<file path="src/rtl/addr_ctrl_pkg.sv">
// Shared types and constants for the address controller: source-select modes
// and the fixed PC step for halfword-sized instructions.
package addr_ctrl_pkg;

  typedef enum logic [1:0] {
    MODE_NORMAL   = 2'd0,
    MODE_ALU_IR   = 2'd1,
    MODE_MEM      = 2'd2,
    MODE_ALU_DATA = 2'd3
  } mode_e;

  localparam logic [31:0] PC_INC = 32'd2;

  // Clears bit 0 so every access lands on a halfword boundary.
  function automatic logic [31:0] alignHalf(input logic [31:0] addr);
    return {addr[31:1], 1'b0};
  endfunction

endpackage

</file>
<file path="src/rtl/addr_range_chk.sv">
// Flags a raw source address that is either misaligned or beyond the end of
// memory (MEM_DEPTH 16-bit words, i.e. MEM_DEPTH*2 bytes). Used only with ADDR_CHECK_EN.
module addr_range_chk #(
  parameter int MEM_DEPTH = 4096
) (
  input  logic [31:0] src_i,
  output logic        err_o
);

  // Widened by one bit so depths up to 2^31 words still compare correctly.
  localparam logic [32:0] BYTE_LIMIT = 33'(MEM_DEPTH) << 1;

  always_comb begin
    err_o = src_i[0] | ({1'b0, src_i} >= BYTE_LIMIT);
  end

endmodule

</file>
<file path="src/rtl/addr_ctrl.sv">
// Address controller: picks the memory byte address from PC/ALU/popped sources
// and computes the next PC. Define ADDR_CHECK_EN to add the sticky o_err flag.
module addr_ctrl
  import addr_ctrl_pkg::*;
#(
  parameter  int MEM_DEPTH  = 4096,
  localparam int ADDR_WIDTH = $clog2(MEM_DEPTH * 2)
) (
  input  logic                  clk,
  input  logic                  rst,
  input  logic [1:0]            i_mode,
  input  logic [31:0]           i_pc,
  input  logic [31:0]           i_alu_addr,
  input  logic [31:0]           i_mem_addr,
  output logic [31:0]           o_pc,
`ifdef ADDR_CHECK_EN
  output logic                  o_err,
`endif
  output logic [ADDR_WIDTH-1:0] o_addr
);

  mode_e       mode;
  logic [31:0] src;
  logic [31:0] alignedSrc;

  // Source mux and next-PC generation; reset forces both outputs to zero.
  always_comb begin
    mode       = mode_e'(i_mode);
    src        = i_pc;
    alignedSrc = 32'd0;
    o_pc       = 32'd0;
    o_addr     = '0;
    case (mode)
      MODE_NORMAL:   src = i_pc;
      MODE_ALU_IR,
      MODE_ALU_DATA: src = i_alu_addr;
      MODE_MEM:      src = i_mem_addr;
      default:       src = i_pc;
    endcase
    alignedSrc = alignHalf(src);
    if (!rst) begin
      o_addr = alignedSrc[ADDR_WIDTH-1:0];
      case (mode)
        MODE_NORMAL:   o_pc = i_pc + PC_INC;
        MODE_ALU_IR,
        MODE_MEM:      o_pc = alignedSrc + PC_INC;
        MODE_ALU_DATA: o_pc = i_pc;
        default:       o_pc = i_pc + PC_INC;
      endcase
    end
  end

`ifdef ADDR_CHECK_EN
  logic chkErr;
  logic err_q;
  logic err_d;

  addr_range_chk #(
    .MEM_DEPTH(MEM_DEPTH)
  ) u_range_chk (
    .src_i(src),
    .err_o(chkErr)
  );

  // Sticky error: once set it stays until reset, and reset beats a same-cycle error.
  always_comb begin
    err_d = err_q | chkErr;
  end

  always_ff @(posedge clk) begin
    if (rst) err_q <= 1'b0;
    else     err_q <= err_d;
  end

  assign o_err = err_q;
`else
  // Without the checker there is no clocked logic and the low source bit is discarded.
  logic unusedBits;
  assign unusedBits = clk ^ src[0] ^ alignedSrc[0];
`endif

endmodule

</file>
<file path="config.mk">
export PLATFORM = sky130hd
export DESIGN_NAME = addr_ctrl
export DESIGN_NICKNAME = d
export VERILOG_FILES = /design/src/rtl/addr_ctrl_pkg.sv /design/src/rtl/addr_range_chk.sv /design/src/rtl/addr_ctrl.sv
export SDC_FILE = /design/constraint.sdc
export NUM_CORES = 1
export LEC_CHECK = 0
export ABC_AREA = 1
export CAP_MARGIN = 30
export CORE_UTILIZATION = 44
export DETAILED_ROUTE_END_ITERATION = 8
export PLACE_DENSITY = 0.9
export RECOVER_POWER = 50
export REMOVE_ABC_BUFFERS = 1
export SETUP_SLACK_MARGIN = 0.2
export SKIP_LAST_GASP = 1
export SYNTH_ARGS = -nofsm -noshare
export SYNTH_HDL_FRONTEND = slang
export SYNTH_SLANG_ARGS = --single-unit
</file>
<file path="constraint.sdc">
create_clock -name vclk -period 7.2
set_input_delay 1.44 -clock vclk [all_inputs]
set_output_delay 1.44 -clock vclk [all_outputs]
set_load 0.01 [all_outputs]
</file>
# Word-level counts from Yosys, hierarchy flattened

Index checks and enable logic that the tools add are counted.

Register bits: 0
Logic and storage cells: 12

Add/subtract/negate cells: 2
Equality and inequality tests: 3
Multiplexer cells: 4
Reduce and logical (&&, ||, !) cells: 3

Operator list:

| kind                                          | number |
|---|---|
| one-hot mux 32 bit (3 select lines)           | 2 |
| adder 32 x 2 -> 32 bit, second input constant | 2 |
| two-way mux 32 bit                            | 1 |
| two-way mux 13 bit                            | 1 |
| == test 2 bit, second input constant          | 2 |
| OR reduction 2 bit                            | 2 |
| == test 2 x 1 -> 1 bit, second input constant | 1 |
| zero test 2 bit                               | 1 |

# Longest topological paths before layout

Depth in word-level cells: 6
Mapped depth: 20

# Worst setup path before layout

Ideal clock, no wire load.

Path kind: input to output
From: in i_mode[0]
To: out o_pc[19]
Arrival time: 3,809 ps
Path slack: 1,951 ps
Cell stages on the path: 20
Path buffers: 4
Cells stage by stage: buf_2 -> buf_2 -> inv_1 -> ha_1 -> buf_6 -> inv_2 -> nand2_4 -> buf_6 -> nand2_1 -> nand2_1 -> inv_1 -> ha_1 -> nand3_2 -> nor2_2 -> nand2_1 -> inv_1 -> nand2_1 -> o21ai_1 -> nand2_1 -> a21oi_1

Cells in the longest elaborated chain, start to end: 6

RTL lines:

| element                                                        | line                             | source |
|---|---|---|
| start, declared                                                | addr_ctrl.sv:11                  | `input logic [1:0] i_mode,` |
| == test 2 bit / == test 2 x 1 -> 1 bit (equally long branches) | addr_ctrl.sv:33, addr_ctrl.sv:43 |  |
| OR reduction 2 bit                                             | addr_ctrl.sv:33                  | `case (mode)` |
| one-hot mux 32 bit (3 select lines)                            | addr_ctrl.sv:33                  |  |
| adder 32 x 2 -> 32 bit                                         | addr_ctrl.sv:46                  | `MODE_MEM: o_pc = alignedSrc + PC_INC;` |
| one-hot mux 32 bit (3 select lines) (*)                        | addr_ctrl.sv:43                  | `case (mode)` |
| two-way mux 32 bit (*)                                         | addr_ctrl.sv:41                  | `if (!rst) begin` |
| end, declared                                                  | addr_ctrl.sv:15                  | `output logic [31:0] o_pc,` |

Every way passes the cells marked *; elsewhere a longest branch is shown, timed or not.

# Worst setup path in the final report

From: in i_mode[0]
To: out o_pc[23]

The elaborated chain is that of the path after synthesis.

==> flow_summary.json <==
{
  "avgRoutedWirePerCell_um": 12.46,
  "synthDominantCellAreaShare": 0.3327,
  "start_util": 0.4635,
  "rsz0062_at_grt": "false",
  "crit_cells": 16,
  "finalWorstSetupSlack_ps": 580.3,
  "path_class": "input port to output pin",
  "critPathSlowestCell": "dlygate4sd3_1",
  "place_worst_setup_slack_ps": 689.7,
  "multi_input_area_mm2": 0.002190,
  "core_area_mm2": 0.005574,
  "hold_path_class": "input port to output pin",
  "fill_cells": 537,
  "dp_hpwl_mm": 7.635,
  "status": "finished, final reports clean",
  "path_max_fanout": 13,
  "internal_power_mw": 0.1340,
  "layout-drive-gt1-share": 0.03824,
  "syn_area_per_cell_um2": 4.417,
  "max-cap-violations": 0,
  "syn2layout_area_growth_pct": 54.04,
  "worst_pin_slew_ps": 1011,
  "ff_latch_area_um2": 0,
  "hold_viol": 0,
  "final.min_clock_period_ps": 6620,
  "postCtsHoldBufs": 0,
  "p_leak_nw": 1.933,
  "required_ps": 5760,
  "synth.top_cells.by_area": "nand2_1 (33%), nor2_1 (14%), inv_1 (9.2%), nand3_1 (8.9%), o21ai_0 (7.6%)",
  "finalWirelength_mm": 9.691,
  "post-route-period-util": 0.9194,
  "overflow": 0,
  "p_per_area_mw_per_mm2": 73.82,
  "n_antenna_cell": 0,
  "yosysWarnings": 0,
  "grt_pass1_vias": 3647,
  "drv_slew": 0,
  "vias": 3995,
  "route.detailed.drc": 0,
  "cts_resized": 0,
  "dr.pass1.iters": 5,
  "fmax_ghz": 0.1511,
  "final.clkbuf_count": 0,
  "power_frac_seq": 0,
  "crit_arrival_ps": 5180,
  "io_buffer_count": 141,
  "finalSetupViolCount": 0,
  "fin_nets": 813,
  "cp_cell_sequence": "dlygate4sd3_1 -> inv_1 -> ha_1 -> inv_2 -> nor2_4 -> nor2_1 -> nor2_2 -> ha_1 -> nand3_2 -> nor2_2 -> nand4_1 -> nor2_1 -> nand3_1 -> nand2_1 -> a21oi_1 -> clkdlybuf4s50_1",
  "hold-path-cell-count": 4,
  "grt_pass1_wl_mm": 16.12,
  "vdd_ir_drop_max_mv": 0.05573,
  "ioPinCount": 145,
  "grt_max_degree": 45,
  "gr-usage-all-layers": 0.3108,
  "final_core_util": 0.7140,
  "power_frac_comb": 1.000,
  "critPathTopFamily": "simple AND/OR/NAND/NOR gates",
  "first_iter_violations": 232,
  "cp.buffers_inverters": 4,
  "max_stage_delay_ps": 630,
  "seq_cell_count": 0,
  "fin_tns_setup_ps": 0,
  "synth_seq_area_share": 0,
  "gp_congestion": 0.9699,
  "switching_share": 0.5438,
  "switching_power_mw": 0.1598,
  "synth.largest_area_cell": "nand2_1",
  "synthCells": 585,
  "synth_cell_types": 29,
  "row_count": 27,
  "syn_area_mm2": 0.002584,
  "startpoint_type": "input port",
  "clkPwrFrac": 0,
  "antenna_found_initial": 0,
  "cts_setup_buffers": 0,
  "dieArea_mm2": 0.006183,
  "ant_nets": 0,
  "die_y_um": 78.63,
  "die_width_um": 78.63,
  "relSlewSlack": 0.3252,
  "viasPerCell": 5.135,
  "critPathCaptureType": "output pin",
  "total_power_mw": 0.2938
}
[cell type report]
type,count,share of cell area
Inverter,65,0.06130
Tap cell,72,0.02263
Timing Repair Buffer,147,0.3659
Multi-Input combinational cell,494,0.5501
[worst paths after layout]
kind | endpoint | slack (ps) | from
hold / removal | o_pc[0] | 3850 | i_pc[0]
setup / recovery | o_pc[23] | 580 | i_mode[0]
[power groups by stage]
stage / clock network [mW] / registers, mW / logic [mW]
3_3_place_gp: 0 / 0 / 0.289
6_report: 0 / 0 / 0.294
2_1_floorplan: 0 / 0 / 0.152
4_1_cts: 0 / 0 / 0.295
3_5_place_dp: 0 / 0 / 0.293
5_1_grt: 0 / 0 / 0.326
[cell usage in the layout (no fill, tap or decap)]
cell and n:
and2_1 1, nor2_1 96, nand4_1 8, nor3_1 2, inv_2 2, xor2_1 1
a221oi_1 2, nand2_1 229, o21ai_0 39, nand3_1 46, inv_1 63, nand2_4 1
nand2_2 5, buf_4 6, nor2_4 2, ha_1 5, o211ai_1 2, nor2_2 9
o21ai_1 3, nor3_4 1, a21o_1 2, o21a_1 1, a21oi_1 37, dlygate4sd3_1 17
nand3_2 1, conb_1 1, clkdlybuf4s50_1 124
[through the flow]
step / area [um^2] / std cells / hold slack, ps
after floorplan: 2434 / 559 / 2924
after global placement: 3980 / 778 / 3851
after detailed placement: 3980 / 778 / 3837
after CTS: 3980 / 778 / 3850
after global routing: 3980 / 778 / 3909
final: 3980 / 778 / 3852
[routing by layer]
metal	track usage	routed length [um]	vias to the layer above
met5	0	0	-
met4	0.05556	154	0
met3	0.01163	624	14
met2	0.5496	4410	155
met1	0.4167	4502	1740
li1	-	-	2086
[Yosys cell counts, drive strengths merged]
master / number
ha: 5
nor3: 3
nand4: 8
a221oi: 2
nand2: 235
nor2: 107
xor2: 1
and2: 1
inv: 65
a21o: 2
o21a: 1
clkbuf: 12
a21oi: 37
buf: 14
o211ai: 2
nand3: 47
o21ai: 42
conb: 1
[cell families (layout without fill, tap and decap cells)]
kind of cell / count (synthesis) / in the layout / synth area share
XOR/XNOR: 1 / 1 / 0.003390
AO/OA/AOI/OAI: 86 / 86 / 0.1743
AND/OR/NAND/NOR: 401 / 401 / 0.6441
buffers and inverters: 91 / 212 / 0.1525
adder cells (fa/ha/maj): 5 / 5 / 0.02421
other: 1 / 1 / 0.001451
Power figures use the tool's default switching activity.
